===== config.mk =====
export PLATFORM = sky130hd
export DESIGN_NAME = ulpi_reg_access_flat
export DESIGN_NICKNAME = d
export VERILOG_FILES = /design/src/rtl/ulpi_reg_access_if.sv /design/src/rtl/ulpi_reg_access.sv /design/src/flat_wrapper.sv
export SDC_FILE = /design/constraint.sdc
export NUM_CORES = 1
export LEC_CHECK = 0
export ABC_AREA = 1
export ABC_CLOCK_PERIOD_IN_PS = 1600
export CAP_MARGIN = 10
export CORE_ASPECT_RATIO = 0.6
export CORE_MARGIN = 2
export CORE_UTILIZATION = 40
export DETAILED_ROUTE_END_ITERATION = 8
export PLACE_DENSITY_LB_ADDON = 0.1
export SLEW_MARGIN = 20
export SYNTH_ARGS = -nofsm -noshare
export SYNTH_HDL_FRONTEND = slang
export SYNTH_SLANG_ARGS = --single-unit

===== constraint.sdc =====
create_clock -name clk_ext -period 1.6 [get_ports clk_ext]
set_input_delay 0.32 -clock clk_ext [delete_from_list [all_inputs] [get_ports clk_ext]]
set_output_delay 0.32 -clock clk_ext [all_outputs]
set_load 0.02 [all_outputs]

===== src/rtl/ulpi_reg_access_if.sv =====
`default_nettype none
// ============================================================================
// ulpi_reg_access_if : request handshake and ULPI link-side bus bundle
// Revision: 1.0
// ============================================================================
interface ulpi_reg_access_if;
  logic       req;
  logic       rw;
  logic [5:0] addr;
  logic [7:0] wdata;
  logic       busy;
  logic       done;
  logic       abort;
  logic [7:0] rdata;
  logic       DIR;
  logic       NXT;
  logic [7:0] DATA_in;
  logic [7:0] DATA_out;
  logic       DATA_oe;
  logic       STP;

  modport master (
    input  req, rw, addr, wdata, DIR, NXT, DATA_in,
    output busy, done, abort, rdata, DATA_out, DATA_oe, STP
  );

  modport slave (
    output req, rw, addr, wdata, DIR, NXT, DATA_in,
    input  busy, done, abort, rdata, DATA_out, DATA_oe, STP
  );
endinterface
`default_nettype wire


===== src/rtl/ulpi_reg_access.sv =====
`default_nettype none
// ============================================================================
// ulpi_reg_access : ULPI link-side RegWrite/RegRead initiator (60MHz domain)
// Revision: 1.0
// ============================================================================
module ulpi_reg_access #(
  parameter int NXT_TIMEOUT = 64
) (
  input  logic              clk_ext,
  input  logic              rst,
  ulpi_reg_access_if.master bus
);

  localparam logic [7:0] TMO_LAST = 8'(NXT_TIMEOUT - 1);

  typedef enum logic [2:0] {
    S_IDLE     = 3'd0,
    S_WAIT_BUS = 3'd1,
    S_CMD      = 3'd2,
    S_WDAT     = 3'd3,
    S_STOP     = 3'd4,
    S_RTA      = 3'd5,
    S_RDAT     = 3'd6,
    S_RTB      = 3'd7
  } state_t;

  state_t     state_q, state_d;
  logic [7:0] timer_q, timer_d;
  logic       rw_q, rw_d;
  logic [5:0] addr_q, addr_d;
  logic [7:0] wdata_q, wdata_d;
  logic [7:0] rbuf_q, rbuf_d;
  logic       busy_q, busy_d;
  logic       done_q, done_d;
  logic       abort_q, abort_d;
  logic [7:0] rdata_q, rdata_d;
  logic [7:0] data_out_q, data_out_d;
  logic       data_oe_q, data_oe_d;
  logic       stp_q, stp_d;
  logic       go_abort;

  logic in_timed_state;
  logic timeout_hit;

  assign in_timed_state = (state_q == S_CMD) || (state_q == S_WDAT) ||
                          (state_q == S_RTA) || (state_q == S_RTB);
  assign timeout_hit    = (timer_q == TMO_LAST);

  always_ff @(posedge clk_ext or posedge rst) begin
    if (rst) begin
      state_q    <= S_IDLE;
      timer_q    <= '0;
      rw_q       <= 1'b0;
      addr_q     <= '0;
      wdata_q    <= '0;
      rbuf_q     <= '0;
      busy_q     <= 1'b0;
      done_q     <= 1'b0;
      abort_q    <= 1'b0;
      rdata_q    <= '0;
      data_out_q <= '0;
      data_oe_q  <= 1'b0;
      stp_q      <= 1'b0;
    end else begin
      state_q    <= state_d;
      timer_q    <= timer_d;
      rw_q       <= rw_d;
      addr_q     <= addr_d;
      wdata_q    <= wdata_d;
      rbuf_q     <= rbuf_d;
      busy_q     <= busy_d;
      done_q     <= done_d;
      abort_q    <= abort_d;
      rdata_q    <= rdata_d;
      data_out_q <= data_out_d;
      data_oe_q  <= data_oe_d;
      stp_q      <= stp_d;
    end
  end

  always_comb begin
    state_d    = state_q;
    rw_d       = rw_q;
    addr_d     = addr_q;
    wdata_d    = wdata_q;
    rbuf_d     = rbuf_q;
    busy_d     = busy_q;
    done_d     = 1'b0;
    abort_d    = 1'b0;
    rdata_d    = rdata_q;
    data_out_d = data_out_q;
    data_oe_d  = data_oe_q;
    stp_d      = 1'b0;
    go_abort   = 1'b0;
    timer_d    = '0;

    case (state_q)
      S_IDLE: begin
        // busy_q is only still high here during the done/abort pulse cycle
        busy_d     = 1'b0;
        data_oe_d  = 1'b0;
        data_out_d = '0;
        if (bus.req && !busy_q) begin
          rw_d    = bus.rw;
          addr_d  = bus.addr;
          wdata_d = bus.wdata;
          busy_d  = 1'b1;
          if (!bus.DIR) begin
            state_d    = S_CMD;
            data_oe_d  = 1'b1;
            data_out_d = {1'b1, bus.rw, bus.addr};
          end else begin
            state_d = S_WAIT_BUS;
          end
        end
      end
      S_WAIT_BUS: begin
        if (!bus.DIR) begin
          state_d    = S_CMD;
          data_oe_d  = 1'b1;
          data_out_d = {1'b1, rw_q, addr_q};
        end
      end
      S_CMD: begin
        if (bus.DIR) begin
          go_abort = 1'b1;
        end else if (bus.NXT) begin
          if (rw_q) begin
            state_d    = S_RTA;
            data_oe_d  = 1'b0;
            data_out_d = '0;
          end else begin
            state_d    = S_WDAT;
            data_out_d = wdata_q;
          end
        end else if (timeout_hit) begin
          go_abort = 1'b1;
        end
      end
      S_WDAT: begin
        if (bus.DIR) begin
          go_abort = 1'b1;
        end else if (bus.NXT) begin
          state_d    = S_STOP;
          data_out_d = '0;
          stp_d      = 1'b1;
        end else if (timeout_hit) begin
          go_abort = 1'b1;
        end
      end
      S_STOP: begin
        state_d   = S_IDLE;
        done_d    = 1'b1;
        data_oe_d = 1'b0;
      end
      S_RTA: begin
        if (bus.DIR) begin
          state_d = S_RDAT;
        end else if (timeout_hit) begin
          go_abort = 1'b1;
        end
      end
      S_RDAT: begin
        // Held in rbuf so rdata only changes once the read actually completes
        if (bus.DIR) begin
          rbuf_d  = bus.DATA_in;
          state_d = S_RTB;
        end else begin
          go_abort = 1'b1;
        end
      end
      S_RTB: begin
        if (!bus.DIR) begin
          state_d = S_IDLE;
          done_d  = 1'b1;
          rdata_d = rbuf_q;
        end else if (timeout_hit) begin
          go_abort = 1'b1;
        end
      end
      default: begin
        state_d   = S_IDLE;
        data_oe_d = 1'b0;
      end
    endcase

    if (go_abort) begin
      state_d    = S_IDLE;
      data_oe_d  = 1'b0;
      data_out_d = '0;
      stp_d      = 1'b0;
      abort_d    = 1'b1;
    end

    if (in_timed_state && (state_d == state_q)) begin
      timer_d = timer_q + 8'd1;
    end
  end

  assign bus.busy     = busy_q;
  assign bus.done     = done_q;
  assign bus.abort    = abort_q;
  assign bus.rdata    = rdata_q;
  assign bus.DATA_out = data_out_q;
  assign bus.DATA_oe  = data_oe_q;
  assign bus.STP      = stp_q;

endmodule
`default_nettype wire


===== src/flat_wrapper.sv =====
// flat-port wrapper written by rule: the top's interface ports become plain ports
module ulpi_reg_access_flat 
#(
  parameter int NXT_TIMEOUT = 64
)
  (clk_ext, rst, bus_req, bus_rw, bus_addr, bus_wdata, bus_DIR, bus_NXT, bus_DATA_in, bus_busy, bus_done, bus_abort, bus_rdata, bus_DATA_out, bus_DATA_oe, bus_STP);
  ulpi_reg_access_if bus_i ();
  input  logic clk_ext;
  input  logic rst;
  input wire logic [$bits(bus_i.req)-1:0] bus_req;
  input wire logic [$bits(bus_i.rw)-1:0] bus_rw;
  input wire logic [$bits(bus_i.addr)-1:0] bus_addr;
  input wire logic [$bits(bus_i.wdata)-1:0] bus_wdata;
  input wire logic [$bits(bus_i.DIR)-1:0] bus_DIR;
  input wire logic [$bits(bus_i.NXT)-1:0] bus_NXT;
  input wire logic [$bits(bus_i.DATA_in)-1:0] bus_DATA_in;
  output wire logic [$bits(bus_i.busy)-1:0] bus_busy;
  output wire logic [$bits(bus_i.done)-1:0] bus_done;
  output wire logic [$bits(bus_i.abort)-1:0] bus_abort;
  output wire logic [$bits(bus_i.rdata)-1:0] bus_rdata;
  output wire logic [$bits(bus_i.DATA_out)-1:0] bus_DATA_out;
  output wire logic [$bits(bus_i.DATA_oe)-1:0] bus_DATA_oe;
  output wire logic [$bits(bus_i.STP)-1:0] bus_STP;
  assign bus_i.req = bus_req;
  assign bus_i.rw = bus_rw;
  assign bus_i.addr = bus_addr;
  assign bus_i.wdata = bus_wdata;
  assign bus_i.DIR = bus_DIR;
  assign bus_i.NXT = bus_NXT;
  assign bus_i.DATA_in = bus_DATA_in;
  assign bus_busy = bus_i.busy;
  assign bus_done = bus_i.done;
  assign bus_abort = bus_i.abort;
  assign bus_rdata = bus_i.rdata;
  assign bus_DATA_out = bus_i.DATA_out;
  assign bus_DATA_oe = bus_i.DATA_oe;
  assign bus_STP = bus_i.STP;
  ulpi_reg_access #(.NXT_TIMEOUT(NXT_TIMEOUT)) u_core (.clk_ext(clk_ext), .rst(rst), .bus(bus_i));
endmodule

# == Word-level counts from Yosys, hierarchy flattened ==
# Index checks and enable logic that the tools add are counted.
# word_totals
regBits,55
inputBits,28
output_inout_bits,21
word_cells,90
# classes
add_sub_neg,1
n_eq_ne,15
n_mux,45
bitwise,1
n_reduce_logical,15
# ops
cell,n
8-bit two-way mux,10
3-bit two-way mux,11
8-bit one-hot mux with 4 select lines,1
3-bit one-hot mux with 8 select lines,1
1-bit two-way mux,18
"3-bit by 2-bit != test with 1-bit output, second input constant",5
"3-bit equality test, second input constant",4
5-bit nonzero test,2
"8-bit by 1-bit adder with 8-bit output, second input constant",1
"8-bit by 6-bit equality test with 1-bit output, second input constant",1
1-bit one-hot mux with 4 select lines,2
"3-bit by 2-bit equality test with 1-bit output, second input constant",2
2-bit AND reduction,3
6-bit AND reduction,1
5-bit AND reduction,1
"3-bit by 1-bit equality test with 1-bit output, second input constant",1
3-bit equality test,1
3-bit logical NOT,1
1-bit logical OR,3
"3-bit by 1-bit != test with 1-bit output, second input constant",1
1-bit logical AND,2
2-bit two-way mux,1
1-bit one-hot mux with 2 select lines,1
2-bit OR reduction,1
2 further kinds,2

# == Longest topological paths before layout ==
# Gate-level depths: netlist of run 1.
# logic_depth
depth_word,9
depth_mapped,14
mapped_depth_nobuf,13

# == Worst setup path before layout of run 1 ==
# OpenSTA, ideal clock, no wires.
# synth_timing
path_type,reg-to-reg
from,reg u_core.timer_q[0]
to,"reg u_core.data_out_q[1], in the netlist u_core.bus.DATA_out[1]"
setup_time_ns,0.076
arrival_time_ns,1.509
required_time_ns,1.524
setup_slack_ns,0.014
path_stages_with_launch,12
n_path_buf,1
period_less_slack_ns,1.586
cell_sequence,dfrtp_1 > ha_1 > nand3_1 > nor2_1 > nand2_1 > nand2_2 > nor2_8 > o21ai_2 > nand2_2 > buf_6 > nand2_1 > o21ai_1
# synth_between
elab_chain_cells,7
word_cells_on_any_way,15
classes_between,eq/ne: 6; mux: 7; reduce/logical: 2
# synth_rtl
item,line,text
"start, declared",ulpi_reg_access.sv:28,"logic [7:0] timer_q, timer_d;"
"start signal, assigned",ulpi_reg_access.sv:66,timer_q <= timer_d;
8-bit by 6-bit equality test with 1-bit output (*),ulpi_reg_access.sv:47,assign timeout_hit = (timer_q == TMO_LAST);
1-bit two-way mux (*),-,
1-bit two-way mux,ulpi_reg_access.sv:127,end else if (bus.NXT) begin
1-bit two-way mux,ulpi_reg_access.sv:141,if (bus.DIR) begin
1-bit one-hot mux with 4 select lines (*),ulpi_reg_access.sv:97,case (state_q)
3-bit by 2-bit != test with 1-bit output (no source line) / 5-bit nonzero test (equally long branches),-,
6-bit AND reduction (no source line),-,
"end signal, assigned",ulpi_reg_access.sv:75,data_out_q <= data_out_d;
"end, declared",ulpi_reg_access.sv:37,"logic [7:0] data_out_q, data_out_d;"
# Every way passes the cells marked *; elsewhere a longest branch is shown, timed or not.
# A chain may end at the register's enable or synchronous reset.

# == Worst setup path in the final report of run 1 ==
# layout_timing
from,reg u_core.state_q[1]
to,reg u_core.timer_q[6]
# layout_between
elab_chain_cells,7
word_cells_on_any_way,27
classes_between,eq/ne: 8; mux: 13; reduce/logical: 6
# layout_rtl
item,line,text
"start, declared",ulpi_reg_access.sv:27,"state_t state_q, state_d;"
"start signal, assigned",ulpi_reg_access.sv:65,state_q <= state_d;
3-bit by 2-bit equality test with 1-bit output (tied with other cells),"ulpi_reg_access.sv:45, ulpi_reg_access.sv:97",
2-bit OR reduction (no source line) (tied with other cells),-,
1-bit one-hot mux with 4 select lines / 3-bit one-hot mux with 8 select lines (equally long branches),ulpi_reg_access.sv:97,
3-bit two-way mux,ulpi_reg_access.sv:187,if (go_abort) begin
3-bit equality test,ulpi_reg_access.sv:195,if (in_timed_state && (state_d == state_q)) begin
1-bit logical AND (*),ulpi_reg_access.sv:195,
8-bit two-way mux (*),ulpi_reg_access.sv:195,
named net u_core.timer_d[6],ulpi_reg_access.sv:28,
# Mark *: on every way through the listed nets, which the timed path passes. The rest lies on a longest branch.

==> results of run 1 <==
how the worst max path moves through the flow:
stage	to	startpoint	cells after the start
floorplan	u_core.bus.DATA_out[1]	u_core.timer_q[0]	11
global placement	u_core.timer_q[4]	bus_DIR	13
detailed placement	u_core.timer_q[2]	bus_DIR	11
CTS	u_core.timer_q[6]	u_core.timer_q[1]	11
global route	u_core.timer_q[5]	u_core.state_q[1]	10
finish	u_core.timer_q[6]	u_core.state_q[1]	10
cell families (layout without fill, tap and decap cells):
kind of cell / count (synthesis) / count (layout) / share of synthesized area [%]
AO/OA/AOI/OAI: 46 / 46 / 9.63
XOR/XNOR: 6 / 6 / 1.89
adder cells (fa/ha/maj): 1 / 1 / 0.450
buffers and inverters: 47 / 145 / 8.19
flip-flops: 55 / 55 / 49.5
multiplexers: 13 / 13 / 5.27
AND/OR/NAND/NOR: 153 / 156 / 25.1
worst max-delay path, cell delays in order, from the launching register on:
cell and delay (ns):
dfrtp_2 0.45, buf_4 0.17, nor2_2 0.13, nand2_2 0.10, nand2_1 0.08, nor2_1 0.05, a21oi_2 0.19, nand2_2 0.10
a21oi_4 0.15, nand3_4 0.15, nor2_2 0.13
report_power, final:
group / leakage (uW) / internal, uW / switching [uW] / total [uW]
clock: 0.0000675 / 588 / 505 / 1090
sequential: 0.000677 / 1910 / 337 / 2240
combinational: 0.00136 / 1860 / 2230 / 4090
layout by cell type, fill, tap and decap left out, types with 3 or more instances in the layout:
| master | synthesis | final |
|---|---|---|
| nand2_1 | 69 | 61 |
| dfrtp_1 | 55 | 52 |
| buf_4 | 2 | 46 |
| clkdlybuf4s50_1 | 0 | 32 |
| nor2_1 | 35 | 31 |
| nand3_1 | 32 | 30 |
| inv_1 | 31 | 28 |
| o21ai_0 | 19 | 16 |
| dlymetal6s2s_1 | 0 | 13 |
| nand2_2 | 7 | 12 |
| a21oi_1 | 13 | 12 |
| o21ai_1 | 8 | 9 |
| mux2_2 | 8 | 8 |
| nor2_2 | 4 | 6 |
| nor2_4 | 3 | 6 |
| inv_2 | 3 | 5 |
| nand2_4 | 0 | 5 |
| mux2_1 | 5 | 5 |
| clkbuf_16 | 0 | 5 |
| xor2_1 | 4 | 4 |
| dlygate4sd2_1 | 0 | 3 |
| buf_12 | 0 | 3 |
| buf_6 | 5 | 3 |
| dfrtp_2 | 0 | 3 |
sequential cells by signal, summed over array words and instances (netlist names), 3 cells and up:
register / flops
u_core.bus.DATA_out: 8
u_core.bus.rdata: 8
u_core.rbuf_q: 8
u_core.timer_q: 8
u_core.wdata_q: 8
u_core.addr_q: 6
u_core.state_q: 3
cell type report:
class	count	area (sq um)	area share (%)
clock buffers	6	129	3.20
inverters	37	150	3.73
flip-flops and latches	55	1380	34.3
clock inverters	2	16.3	0.404
repair buffers	100	948	23.5
well taps	87	109	2.70
multi-input cells	222	1300	32.2
metrics by stage:
stage | total power (uW) | utilization (%) | hold slack (ns) | area (sq um) | instances
finish | 7430 | 60.1 | 0.438 | 4030 | 509
global route | 7980 | 60.1 | 0.474 | 4030 | 509
CTS | 7270 | 58.6 | 0.459 | 3930 | 507
detailed placement | 5850 | 54.5 | 0.477 | 3660 | 490
global placement | 5810 | 54.5 | 0.468 | 3660 | 490
floorplan | 4400 | - | 0.394 | 2780 | 321
per-layer routing:
metal	track usage, %	wire, um	vias to the layer above
li1	-	-	1228
met1	29.8	3720	1123
met2	26.7	2890	73
met3	5.68	538	4
met4	5.56	63	0
met5	0	0	-
what timing repair did:
| item | 4_1_cts | 5_1_grt |
|---|---|---|
| buffers inserted | 6 | 2 |
| hold buffers | 0 | 0 |
| gates resized for setup | 27 | 27 |
| setup endpoints to repair | 34 | 45 |
| hold endpoints to repair | 0 | 0 |
| pin swaps | 15 | 12 |
| gates cloned | 3 | 0 |
==> reports/results.ini, run 1 <==
[die]
die_x_um=112
die-area_sq_um=7660
fp.dieH_um=68.6
start_util_pct=41.5
coreArea_sq_um=6710
ios=49
num_rows=23

[logic_synthesis]
synth_top_area_share_pct=49.5
syn_area_per_cell_sq_um=8.66
synthFlopType=dfrtp_1
yosys.area.top_type=dfrtp_1
synthCells=321
synth-edff-count=0
synthArstFlopShare_pct=100
synth.distinct_cells=31
ys_seq_area_share_pct=49.5
syn_area_sq_um=2780
synth_nets=350
yosysWarnings=0
synth_area_leaders=dfrtp_1 (50%), nand2_1 (9.3%), nand3_1 (5.8%)
synth.most_common_cell=nand2_1
yosys-top-cells-count=nand2_1 (69), dfrtp_1 (55), nor2_1 (35)
synth_seq_cells=55

[clock_tree]
cts_sinks=55
root_buffer=clkbuf_16
path_clk_slew_ns=0.08
clockBufferDepth=2
cts_buffers=5
worstSkewPairLatency_ns=0.30
htree_levels=2
cts_tree=done

[place]
gp_congestion=0.962
place_ws_ns=-0.548
portBuffers=48
dp_hpwl_um=5130

[cells_and_area]
diodes=0
final_net_count=450
syn2layout_area_growth_pct=44.9
final_layout_size_suffix_gt1_share_pct=28.2
fill_cells=605

[critical_path]
worstPathArrival_ns=1.98
startpoint_type=register
r2r_slack_ns=-0.16
cp_max_fo=8
critPathRequiredTime_ns=1.82
critPathKind=reg -> reg
r2r-start=u_core.state_q[1]
worstRegToRegCells=10
reg2reg_to=u_core.timer_q[6]
end_kind=register

[sta]
tns_ns=-2.03
finalClockSkew_ns=0.0117
final_max_slew_viol_count=0
setup_viol=18
tightest_slew_ns=0.391
max_freq_ghz=0.569
finalHoldViolCount=0
setup_ws_ns=-0.158
rsz0062_at_grt=true
max-slew-margin-rel_pct=73.9
min_period_ns=1.76
fin_crit_sh_pct=110

[pwr]
power_leakage_uw=0.00210
power_density_nw_per_um2=1840
peakVddDrop_v=0.000807

[global_routing]
grt_pass1_wl_um=11500
grt_pass1_vias=2304
grt_antenna_before_repair=0
grt_max_degree=56
grt.overflow.total=0
grt_usage_pct=19.6

[drt]
ant_nets=0
drc=0
drt-wirelength-per-cell_um=14.2
drtPass1Iterations=4
drt-initial-drc-count=108
routed_wl_um=7210
vias_per_cell=4.77
num_vias=2428

[worst_hold_path]
hold_path.class=in -> async

[run_status]
violations=negative setup slack
outcome=complete, but fails checks

[run]
maxCapViolCount=0

Note: power is estimated with default switching activity, not from simulation.
==> run 2: changes to the inputs <==
Settings changed: ABC_AREA 1 to not set, SETUP_SLACK_MARGIN set to 0.1.
==> reports/results.ini, run 2 <==
[clock_tree]
cts_sinks=55
ctsHoldBuffers=0
worstSkewPairLatency_ns=0.29
cts_tree=done
clockBufferDepth=2
cts_buffers=5
path_clk_slew_ns=0.07
htree_levels=2
root_buffer=clkbuf_16

[sta]
max_freq_ghz=0.505
tns_ns=-6.50
setup_ws_ns=-0.382
final_max_slew_viol_count=0
setup_viol=21
finalClockSkew_ns=0.00393
finalHoldViolCount=0
max-slew-margin-rel_pct=61.3
min_period_ns=1.98
tightest_slew_ns=0.579
rsz0062_at_grt=true
fin_crit_sh_pct=124

[logic_synthesis]
synth_nets=263
synth.distinct_cells=44
yosys.area_share.xor_xnor_pct=1.93
synth_compound_area_share_pct=15.2
yosysWarnings=0
synth_top_area_share_pct=50.6
synth.most_common_cell=dfrtp_1
synth-simple-area-share_pct=11.2
synthCells=234
synthArstFlopShare_pct=100
syn_area_sq_um=2720
yosys-top-cells-count=dfrtp_1 (55), mux2_2 (22), mux2_1 (18), nor2_1 (18), a21oi_1 (10)
ys_seq_area_share_pct=50.6
synth_mux_area_share_pct=16.6
synth_seq_cells=55
synth-edff-count=0
synth_area_leaders=dfrtp_1 (51%), mux2_2 (9.1%), mux2_1 (7.5%)
synthFlopType=dfrtp_1
synthAdderAreaFrac_pct=0.460
yosys.area.top_type=dfrtp_1
synth_top_family_by_area=multiplexers
syn_area_per_cell_sq_um=11.6

[critical_path]
r2r-start=u_core.state_q[1]
crit_path_max_incr_delay_ns=0.49
critical_path.most_common_cell=buf_6
worstRegToRegCells=8
r2r_slack_ns=-0.38
cp_max_fo=8
crit_chain=buf_4 -> buf_6 -> nand2b_4 -> o2bb2ai_4 -> a2bb2oi_4 -> or4_1 -> buf_6 -> a211oi_2
critPathKind=reg -> reg
end_kind=register
critPathRequiredTime_ns=1.81
worstPathArrival_ns=2.19
startpoint_type=register
reg2reg_to=u_core.timer_q[6]
cpMaxStageDelayCell=or4_1

[pwr]
power_density_nw_per_um2=1720
peakVddDrop_v=0.000703
power_leakage_uw=0.00208

[drt]
routed_wl_um=7450
num_vias=2280
drc=0
drt-wirelength-per-cell_um=17.1
vias_per_cell=5.23
ant_nets=0
drt-initial-drc-count=104
drtPass1Iterations=5

[cells_and_area]
fill_cells=541
final_common_cell=dfrtp_1
final_layout_size_suffix_gt1_share_pct=44.4
multi_input_area_sq_um=1480
final_util_pct=65.4
final_net_count=377
final_area_sq_um=4330
mostFrequentLayoutCells=dfrtp_1 (54), buf_4 (53), clkdlybuf4s50_1 (26)
syn2layout_area_growth_pct=59.1
diodes=0
regArea_sq_um=1380

[run]
maxCapViolCount=0

[run_status]
outcome=complete, but fails checks
violations=negative setup slack

[global_routing]
grt_pass1_wl_um=12000
grt.overflow.total=0
grt_usage_pct=20.8
grt_max_degree=25
grt_pass1_vias=2317
grt_antenna_before_repair=0

[die]
die_x_um=110
num_rows=23
coreArea_sq_um=6620
die-area_sq_um=7500
fp.dieH_um=67.9
start_util_pct=41.1
ios=49

[place]
gp_congestion=0.864
place_ws_ns=-0.826
place_area_sq_um=3780
portBuffers=48
dp_hpwl_um=5030

[worst_hold_path]
hold_path.class=in -> async

[run 2: cells by family (layout without fill, tap and decap cells)]
logic type	Yosys count	in the layout
and+or+nand+nor	58	58
DFF	55	55
AOI/OAI and AO/OA	53	53
muxes	40	40
buffers and inverters	21	136
xor gates and xnor gates	6	6
adders and majority gates	1	1
[run 2: where the power goes]
group          internal [uW]  switching, uW
Combinational           2320           1810
Clock                    588            508
Sequential              1890            309
Total                   4800           2630
[run 2: area by class of cell]
cell class	instances	area share (%)
Sequential cell	55	31.8
Clock inverter	2	0.376
Timing Repair Buffer	123	27.6
Tap cell	87	2.52
Clock buffer	6	2.98
Inverter	5	0.520
Multi-Input combinational cell	158	34.2
[run 2: how the worst max path moves through the flow]
stage | cells after the start | startpoint | slack (ns) | end
floorplan | 7 | u_core.state_q[1] | -0.20 | u_core.timer_q[0]
global route | 7 | u_core.state_q[1] | -0.44 | u_core.timer_q[3]
CTS | 7 | u_core.state_q[1] | -0.45 | u_core.timer_q[6]
detailed placement | 8 | bus_DIR | -0.83 | u_core.timer_q[6]
global placement | 8 | bus_DIR | -0.76 | u_core.bus.DATA_out[4]
finish | 8 | u_core.state_q[1] | -0.38 | u_core.timer_q[6]
[run 2: what timing repair did]
item | 4_1_cts | 5_1_grt
gates cloned | 1 | 0
resized for setup | 74 | 10
buffers inserted | 18 | 1
setup endpoints to repair | 65 | 53
pin swaps | 14 | 12
[run 2: metal layers]
layer	up-vias	GRT usage (%)	wire (um)
met1	1119	31.0	3770
met4	0	4.06	60
li1	1084	-	-
met3	8	5.76	489
met5	-	0	0
met2	69	30.5	3120
[run 2: worst max-delay path, delay by kind of cell (launching register included)]
| family | cells | cell delay [ns] |
|---|---|---|
| AOI/OAI and AO/OA | 3 | 0.43 |
| buffers and inverters | 3 | 0.44 |
| DFF | 1 | 0.45 |
| and+or+nand+nor | 2 | 0.58 |
[run 2: stage by stage]
stage | cells | power, uW | hold WS (ns)
4_1_cts | 437 | 7290 | 0.329
2_1_floorplan | 234 | 4060 | 0.394
5_1_grt | 436 | 7850 | 0.333
6_report | 436 | 7430 | 0.324
3_5_place_dp | 412 | 5460 | 0.485
3_3_place_gp | 412 | 5430 | 0.476
==> run 3: changes to the inputs <==
Settings changed: CORE_ASPECT_RATIO 0.6 to 1.5.
==> reports/results.ini, run 3 (synthesis results as in run 2) <==
[clock_tree]
htree_levels=2
worstSkewPairLatency_ns=0.31
clockBufferDepth=2
cts_tree=done
path_clk_slew_ns=0.10
ctsHoldBuffers=0
cts_buffers=5
cts_sinks=55
root_buffer=clkbuf_8

[critical_path]
cpMaxStageDelayCell=or4_4
reg2reg_to=u_core.timer_q[5]
crit_path_max_incr_delay_ns=0.56
crit_chain=buf_6 -> nor2_1 -> a211oi_2 -> o211ai_1 -> or4_4 -> buf_8 -> a211oi_2
end_kind=register
worstPathArrival_ns=2.23
critPathRequiredTime_ns=1.83
critPathKind=reg -> reg
critPathTopFamily=simple AND/OR/NAND/NOR gates
startpoint_type=register
critical_path.most_common_cell=a211oi_2
worstRegToRegCells=7
r2r-start=u_core.state_q[2]
crit_buf_inv=2
cp_max_fo=8
r2r_slack_ns=-0.40

[die]
die_x_um=71.3
coreArea_sq_um=6530
start_util_pct=41.6
num_rows=36
ios=49
die-area_sq_um=7490
fp.dieH_um=105

[cells_and_area]
final_common_cell=dfrtp_1
final_area_sq_um=4130
mostFrequentLayoutCells=dfrtp_1 (54), buf_4 (44), clkdlybuf4s50_1 (26)
diodes=0
stdcell_count=413
final_net_count=365
final_layout_size_suffix_gt1_share_pct=40.9
syn2layout_area_growth_pct=51.9
final_util_pct=63.3

[global_routing]
grt_pass1_wl_um=11800
grt_max_degree=20
grt_usage_pct=19.9
grt_antenna_before_repair=0
grt.overflow.total=0
grt_pass1_vias=2430

[pwr]
p_int_uw=4400
pwr-share-comb_pct=57.0
peakVddDrop_v=0.00100
pwr-share-clk_pct=11.6
swShare_pct=36.3
power_density_nw_per_um2=1670
switchingPower_uw=2510
power_leakage_uw=0.00202
seqPwrFrac_pct=31.5

[sta]
setup_ws_ns=-0.405
rsz0062_at_grt=true
min_period_ns=2.00
max-slew-margin-rel_pct=66.0
setup_viol=33
final_max_slew_viol_count=0
finalClockSkew_ns=0.00649
finalHoldViolCount=0
max_freq_ghz=0.499
tightest_slew_ns=0.509
fin_crit_sh_pct=125
tns_ns=-6.51

[drt]
drt-wirelength-per-cell_um=17.3
drt-initial-drc-count=105
vias_per_cell=5.43
drtPass1Iterations=4
num_vias=2244
ant_nets=0
routed_wl_um=7150
drc=0

[place]
dp_cells=394
gp_congestion=0.908
place_area_sq_um=3720
place_ws_ns=-0.852
portBuffers=48
dp_hpwl_um=4860

[run]
maxCapViolCount=0

[run_status]
violations=negative setup slack
outcome=complete, but fails checks

[worst_hold_path]
hold_path.class=in -> async

## run 3: through the flow
step                      hold slack [ns]  total power, uW
final                               0.314             6910
after global routing                0.336             7330
after floorplan                     0.394             4060
after global placement              0.474             5410
after detailed placement            0.478             5430
after CTS                           0.318             6770
## run 3: routing by layer
| layer | GRT usage, % | routed length [um] | vias up |
|---|---|---|---|
| li1 | - | - | 1050 |
| met1 | 25.1 | 3030 | 1116 |
| met2 | 32.5 | 3600 | 55 |
| met3 | 2.89 | 196 | 23 |
| met4 | 10.1 | 317 | 0 |
| met5 | 0 | 0 | - |
## run 3: what timing repair did
action | 4_1_cts | 5_1_grt
cloned | 1 | 0
pin swaps | 8 | 6
setup endpoints to repair | 73 | 49
buffers inserted | 9 | 1
resized for setup | 63 | 17
## run 3: power groups by stage
| stage | Sequential (uW) | Clock (uW) | Combinational, uW |
|---|---|---|---|
| finish | 2180 | 799 | 3940 |
| global route | 2240 | 898 | 4200 |
| CTS | 2170 | 825 | 3770 |
| detailed placement | 2190 | 0 | 3240 |
| global placement | 2180 | 0 | 3220 |
| floorplan | 2330 | 0 | 1730 |
## run 3: how the worst max path moves through the flow
stage | startpoint | to | slack [ns] | depth (start not counted)
3_3_place_gp | bus_DIR | u_core.timer_q[6] | -0.81 | 7
3_5_place_dp | bus_DIR | u_core.timer_q[5] | -0.85 | 7
6_report | u_core.state_q[2] | u_core.timer_q[5] | -0.40 | 7
4_1_cts | u_core.state_q[1] | u_core.timer_q[5] | -0.37 | 7
2_1_floorplan | u_core.state_q[1] | u_core.timer_q[0] | -0.20 | 7
5_1_grt | u_core.state_q[2] | u_core.timer_q[5] | -0.45 | 7
## run 3: final cells by class
| cell class | instances | area [sq um] |
|---|---|---|
| multi-input cells | 158 | 1460 |
| clock inverters | 3 | 23.8 |
| repair buffers | 111 | 1090 |
| fillers | 536 | 2400 |
| inverters | 5 | 22.5 |
| well taps | 76 | 95.1 |
| clock buffers | 5 | 68.8 |
| flip-flops and latches | 55 | 1380 |
